**src/rtl/shift_count_sequencer.sv**
```systemverilog
// Multi-pass sequencer that breaks a shift/rotate-by-count into ALU passes of at most 15 steps.
// Optional SHSEQ_COUNT_MASK_EN: mask the count to 5 bits before use (186+ style); default uses all 8 bits.
module shift_count_sequencer (
    input  logic        clk,
    input  logic        rst,
    input  logic        start,
    input  logic [2:0]  op_in,
    input  logic        v_in,
    input  logic [15:0] data_in,
    input  logic [7:0]  count_in,
    input  logic        cf_in,
    output logic [15:0] alu_opA,
    output logic [3:0]  alu_opB,
    output logic        alu_V,
    output logic        alu_Cin,
    output logic [2:0]  alu_op,
    input  logic [15:0] alu_R,
    input  logic        alu_CF,
    input  logic        alu_OF,
    output logic        busy,
    output logic        done,
    output logic        flags_we,
    output logic [15:0] result,
    output logic        cf_out,
    output logic        of_out
);

    typedef enum logic [1:0] {
        IDLE,
        RUN,
        DONE
    } state_t;

    state_t      state;
    state_t      state_nx;

    logic [15:0] acc;
    logic [7:0]  rem;
    logic        carry;
    logic        ovf;
    logic        zcnt;
    logic [2:0]  op_q;
    logic        v_q;

    logic [7:0]  count_eff;
    logic [3:0]  chunk;
    logic [7:0]  rem_nx;

`ifdef SHSEQ_COUNT_MASK_EN
    assign count_eff = {3'b000, count_in[4:0]};
`else
    assign count_eff = count_in;
`endif

    // Each pass covers up to 15 steps, the most the 4-bit ALU count can express.
    always_comb begin
        chunk  = (rem > 8'd15) ? 4'd15 : rem[3:0];
        rem_nx = rem - {4'd0, chunk};
    end

    always_ff @(posedge clk or posedge rst) begin
        if (rst) begin
            state <= IDLE;
        end else begin
            state <= state_nx;
        end
    end

    always_comb begin
        state_nx = state;
        case (state)
            IDLE: begin
                if (start) begin
                    state_nx = (count_eff == 8'd0) ? DONE : RUN;
                end
            end
            RUN: begin
                if (rem_nx == 8'd0) begin
                    state_nx = DONE;
                end
            end
            DONE:    state_nx = IDLE;
            default: state_nx = IDLE;
        endcase
    end

    // Carry is fed back between passes so long rotates through carry chain correctly.
    always_ff @(posedge clk or posedge rst) begin
        if (rst) begin
            acc   <= 16'd0;
            rem   <= 8'd0;
            carry <= 1'b0;
            ovf   <= 1'b0;
            zcnt  <= 1'b0;
            op_q  <= 3'd0;
            v_q   <= 1'b0;
        end else begin
            case (state)
                IDLE: begin
                    if (start) begin
                        op_q  <= op_in;
                        v_q   <= v_in;
                        acc   <= data_in;
                        rem   <= count_eff;
                        carry <= cf_in;
                        ovf   <= 1'b0;
                        zcnt  <= (count_eff == 8'd0);
                    end
                end
                RUN: begin
                    acc   <= alu_R;
                    carry <= alu_CF;
                    ovf   <= alu_OF;
                    rem   <= rem_nx;
                end
                default: begin
                end
            endcase
        end
    end

    always_comb begin
        alu_opA  = acc;
        alu_opB  = (state == RUN) ? chunk : 4'd0;
        alu_V    = v_q;
        alu_Cin  = carry;
        alu_op   = op_q;
        busy     = (state != IDLE);
        done     = (state == DONE);
        flags_we = (state == DONE) && !zcnt;
        result   = acc;
        cf_out   = carry;
        of_out   = ovf;
    end

endmodule

```
**config.mk**
```make
export PLATFORM = sky130hd
export DESIGN_NAME = shift_count_sequencer
export DESIGN_NICKNAME = d
export VERILOG_FILES = /design/src/rtl/shift_count_sequencer.sv
export SDC_FILE = /design/constraint.sdc
export NUM_CORES = 1
export LEC_CHECK = 0
export ABC_AREA = 1
export BUFFER_PORTS_ARGS = -buffer_cell sky130_fd_sc_hd__buf_2
export CELL_PAD_IN_SITES_DETAIL_PLACEMENT = 0
export CELL_PAD_IN_SITES_GLOBAL_PLACEMENT = 2
export CORE_MARGIN = 2
export CORE_UTILIZATION = 21
export CTS_BUF_LIST = sky130_fd_sc_hd__clkbuf_8 sky130_fd_sc_hd__clkbuf_16
export DETAILED_ROUTE_END_ITERATION = 10
export GPL_ROUTABILITY_DRIVEN = 0
export HOLD_SLACK_MARGIN = 0.02
export PLACE_DENSITY = 0.8
export SYNTH_ARGS = -nofsm -noshare
export SYNTH_HDL_FRONTEND = slang
export SYNTH_SLANG_ARGS = --single-unit
```
**constraint.sdc**
```tcl
create_clock -name clk -period 1.59 [get_ports clk]
set_input_delay 0.318 -clock clk [delete_from_list [all_inputs] [get_ports clk]]
set_output_delay 0.318 -clock clk [all_outputs]
set_load 0.02 [all_outputs]
```
Word-level counts from Yosys, hierarchy flattened
Cells that the tools add are included.
Widths: inputs -> output; s select.
- bits of input ports: 50
- word-level logic and storage cells: 38
- register bits: 33
- bits in writable memories: 0
- bits in read-only memories: 0
- memories kept: 0
- output and inout port bits: 46
- bits in latches: 0
- bitwise operators: 0
- multipliers: 0
- shift operators: 0
- add/sub/neg operators: 1
- $lt $le $gt $ge: 1
- reduce and logical (&&, ||, !) cells: 10
- divide/modulo/power cells: 0
- eq/ne operators: 4
- muxes and demuxes: 14
- operators by type and width (cell ; count):
    $pmux 16 s2 ; 1
    $logic_not 8->1 ; 2
    $mux 16 ; 1
    $pmux 8 s2 ; 1
    $gt 8x4->1 const B ; 1
    $mux 4 ; 2
    $mux 8 ; 1
    $sub 8x4->8 ; 1
    $mux 2 ; 3
    $reduce_and 2->1 ; 3
    $ne 2x2->1 const B ; 2
    $pmux 1 s2 ; 2
    $pmux 2 s2 ; 1
    $reduce_bool 2->1 ; 2
    $eq 2x1->1 const B ; 1
    $eq 2x2->1 const B ; 1
    $logic_not 2->1 ; 1
    $mux 1 ; 2
    $logic_and 1x1->1 ; 1
    $logic_not 1->1 ; 1

Longest topological paths before layout
- depth in word-level cells: 6
- mapped depth: 14
- depth with buffers taken out: 13

Worst setup path after synthesis
OpenSTA, ideal clock, no wires.
- kind: flip-flop to flip-flop
- start point: reg rem[5]
- end point: reg state[0]
- data required time: 1.473 ns
- arrival: 1.604 ns
- stages on the path, launching flop included: 14
- period minus slack after synthesis: 1.721 ns
- library setup time: 0.117 ns
- slack: -0.131 ns
- path buffers: 1
- cell sequence: dfrtp_1 > nor2_2 > nand2_2 > buf_6 > nand2_1 > ha_1 > nor2_1 > nand2_1 > nor2_1 > nand3_2 > nor2_2 > nand2_2 > nand2_1 > nand2_1
- longest elaborated chain between the ends: 6
- ends and longest elaborated chain (what ; line ; text):
    start, declared ; 38 ; logic [7:0] rem;
    start signal, assigned ; 104 ; rem <= count_eff;
    start signal, assigned ; 114 ; rem <= rem_nx;
    $gt 8x4->1 ; 57 ; chunk = (rem > 8'd15) ? 4'd15 : rem[3:0];
    $mux 4 ; 57 ;
    $sub 8x4->8 (*) ; 58 ; rem_nx = rem - {4'd0, chunk};
    $logic_not 8->1 (*) ; 78 ; if (rem_nx == 8'd0) begin
    $ne 2x2->1 (no line) (*) ; - ;
    $reduce_and 2->1 (no line) (*) ; - ;
    end signal, assigned ; 65 ; state <= state_nx;
    end, declared ; 34 ; state_t state;
Mark *: on every way between the ends. The rest lies on a longest branch, timed or not.
A chain may end at the register's enable or synchronous reset.

Worst setup path after layout
- start point: reg rem[4]
- end point: out alu_opB[1]
- longest elaborated chain between the ends: 3
- ends and longest elaborated chain (what ; line ; text):
    $gt 8x4->1 ; 57 ;
    $mux 4 ; 57 ;
    $mux 4 ; 124 ; alu_opB = (state == RUN) ? chunk : 4'd0;
    end, declared ; 13 ; output logic [3:0] alu_opB,
Every way passes these cells.

==> results.cfg <==
[yosys]
syn_avg_cell_area_um2 = 7.66
synth.top_cell.area_share_pct = 44.0
syn-num-nets = 296
syn-instance-count = 245
yosys_warnings = 0
synth_top_area_cell = dfrtp_1
synthArstFlopShare_pct = 100
netlist_top_cells_area = dfrtp_1, nand2_1, buf_4
yosys-top-cells-count = nand2_1, dfrtp_1, nor2_1
synth_area_um2 = 1880
ys.flop_type = dfrtp_1
synth_seq_cells = 33
synth_most_common_cell = nand2_1
synth.distinct_cells = 31
synth-edff-count = 0
ys_seq_area_share_pct = 44.0

[cells_and_area]
antenna_cells = 0
register_area_um2 = 826
multi_input_area_um2 = 890
n_fill_cell = 950
drive_above_1_share_pct = 48.0
finalNetCount = 396
postLayoutCoreUtil_pct = 31.6
syn_to_final_growth_pct = 46.4
fin_area_um2 = 2750

[sta]
finalClockSkew_ps = 9.42
period_minus_slack_ps = 1700
hold_viol_final = 0
worst_pin_slew_ps = 439
period_share_pct = 107
slew_violations = 0
clock.fmax_mhz = 589
setup_slack_ps = -108
worst_slew_margin_rel_pct = 70.7
setup_viol = 8
rsz0062_at_grt = yes
holdWs_ps = 122

[routing]
final_antenna_net_count = 0
viasPerCell = 4.28
drtPass1Iterations = 5
drtIter0Drc = 64
vias = 1944
wl_per_cell_um = 12.7
drcViolationCount = 0
wl_mm = 5.75

[die]
num_rows = 34
start_util_pct = 21.6
fp.coreArea_um2 = 8680
dieArea_um2 = 9700
die_h_um = 98.5
io_pins = 96
die-width_um = 98.5

[cts]
cts_tree = yes
numCtsBuffers = 5
cts.clk_slew.worst_paths_ps = 80
postCtsHoldBufs = 0
ctsLongestPathBuffers = 2
clk_latency_ps = 290
htreeDepth = 2
cts_sinks = 33
cts-root-buf = clkbuf_8

[placed_design]
io_buffer_count = 95
dp_hpwl_mm = 4.34
placement.setup.worst_slack_ps = -102
place_area_um2 = 2510

[global_route]
grt_max_degree = 34
grt-ovfl-total = 0
antenna_found_initial = 0
grt_first_pass_wirelength_mm = 9.61
grtUsageTotal_pct = 12.2
grt_pass1_vias = 2022

[setup_path]
endpoint_kind = output port
worstSetupPathType = reg -> out
cp-start-kind = flop
crit_chain = nor2_2 > nand2_2 > buf_6 > o21ai_2 > inv_1 > buf_6
worstPathRequired_ps = 1270
cp_top_family = flip-flops
path_max_fanout = 6
worst_path_largest_cell_delay_ps = 400
crit_top_cell = buf_6
critical_path_buf_inv_count = 3
crit_slowest_cell = dfrtp_1
cp.arrival_ps = 1380

[min_path]
min_path_type = in -> async

[pwr]
pwr_density_cell_nw_per_um2 = 2440
ir_worst_vdd_uv = 708
finalPower_mw = 6.71
total_leakage_power_nw = 1.42

[status]
status = finished with violations
violations = setup timing

[run]
cap_viol_max_count = 0
[cell usage in the layout, fill, tap and decap left out, types with 3 or more instances in the layout]
cell type	Yosys	layout
a21oi_1	18	18
buf_2	4	90
buf_4	17	23
buf_6	1	7
clkbuf_8	0	5
dfrtp_1	33	33
inv_1	20	20
inv_2	3	3
nand2_1	54	47
nand2_2	7	11
nand2_4	0	3
nand3_1	3	3
nor2_1	30	27
nor2_2	2	5
o21ai_0	23	19
o21ai_2	2	5
[worst paths after layout]
path | depth (start not counted) | slack, ps | startpoint | to
setup / recovery | 6 | -110 | rem[4] | alu_opB[1]
hold / removal | 3 | 120 | rst | alu_opA[0]
setup reg to reg | 12 | -90 | rem[4] | state[0]
hold reg to reg | 2 | 470 | alu_op[0] | alu_op[0]
max in group asynchronous | 3 | 1150 | rst | state[0]
min in group clk | 3 | 230 | op_in[0] | alu_op[0]
[flip-flops by register name, indices dropped and copies added, names as in the netlist]
register,count
alu_Cin,1
alu_V,1
alu_op,3
alu_opA,16
of_out,1
rem,8
state,2
zcnt,1
[through the flow]
step,cells,setup TNS (ps)
2_1_floorplan,245,-178
3_3_place_gp,442,-54.0
3_5_place_dp,442,-157
4_1_cts,453,-728
5_1_grt,454,-1390
6_report,454,-625
[cells by family (layout without fill, tap and decap cells)]
| group | Yosys count | count (layout) | synth area share, % |
|---|---|---|---|
| buffers and inverters | 51 | 152 | 14.3 |
| adder cells (fa/ha/maj) | 1 | 1 | 0.667 |
| AO/OA/AOI/OAI | 53 | 53 | 16.2 |
| AND/OR/NAND/NOR | 107 | 107 | 24.8 |
| flip-flops | 33 | 33 | 44.0 |
[report_power, final]
part | internal, mW | switching [mW] | leakage, nW
sequential | 1.28 | 0.285 | 0.398
combinational | 1.81 | 2.71 | 0.982
clock | 0.302 | 0.321 | 0.0439
total | 3.39 | 3.31 | 1.42
[per-layer routing]
metal | global-route usage, % | share of wire, % | routed length (um)
met5 | 0 | 0 | 0
met4 | 2.53 | 0.54 | 31
met3 | 3.69 | 8.4 | 483
met2 | 20.1 | 45 | 2590
met1 | 16.0 | 46 | 2640
[worst reg2reg max path: stages (launching register included)]
cell and delay, ps:
dfrtp_1 400, nor2_2 150, nand2_2 110, nand2_2 110
ha_4 210, nor2_2 70, nand2_1 70, nor2_2 110
nand3_2 70, nor2_2 120, nand2_2 70, nand2_1 50
nand2_1 50
[layout make-up]
class	instances	area share (%)
multi-input combinational	161	32.4
clock inverter	3	0.638
inverter	23	3.14
tap	108	4.92
clock buffer	5	2.51
timing repair buffer	121	26.3
sequential	33	30.1
[timing repair]
item / in CTS / in global routing
endpoints found under the setup margin: 6 / 12
pin swaps: 6 / 18
buffers inserted: 3 / 2
resized for setup: 18 / 17
No activity file was read; power rests on OpenSTA's default activity.
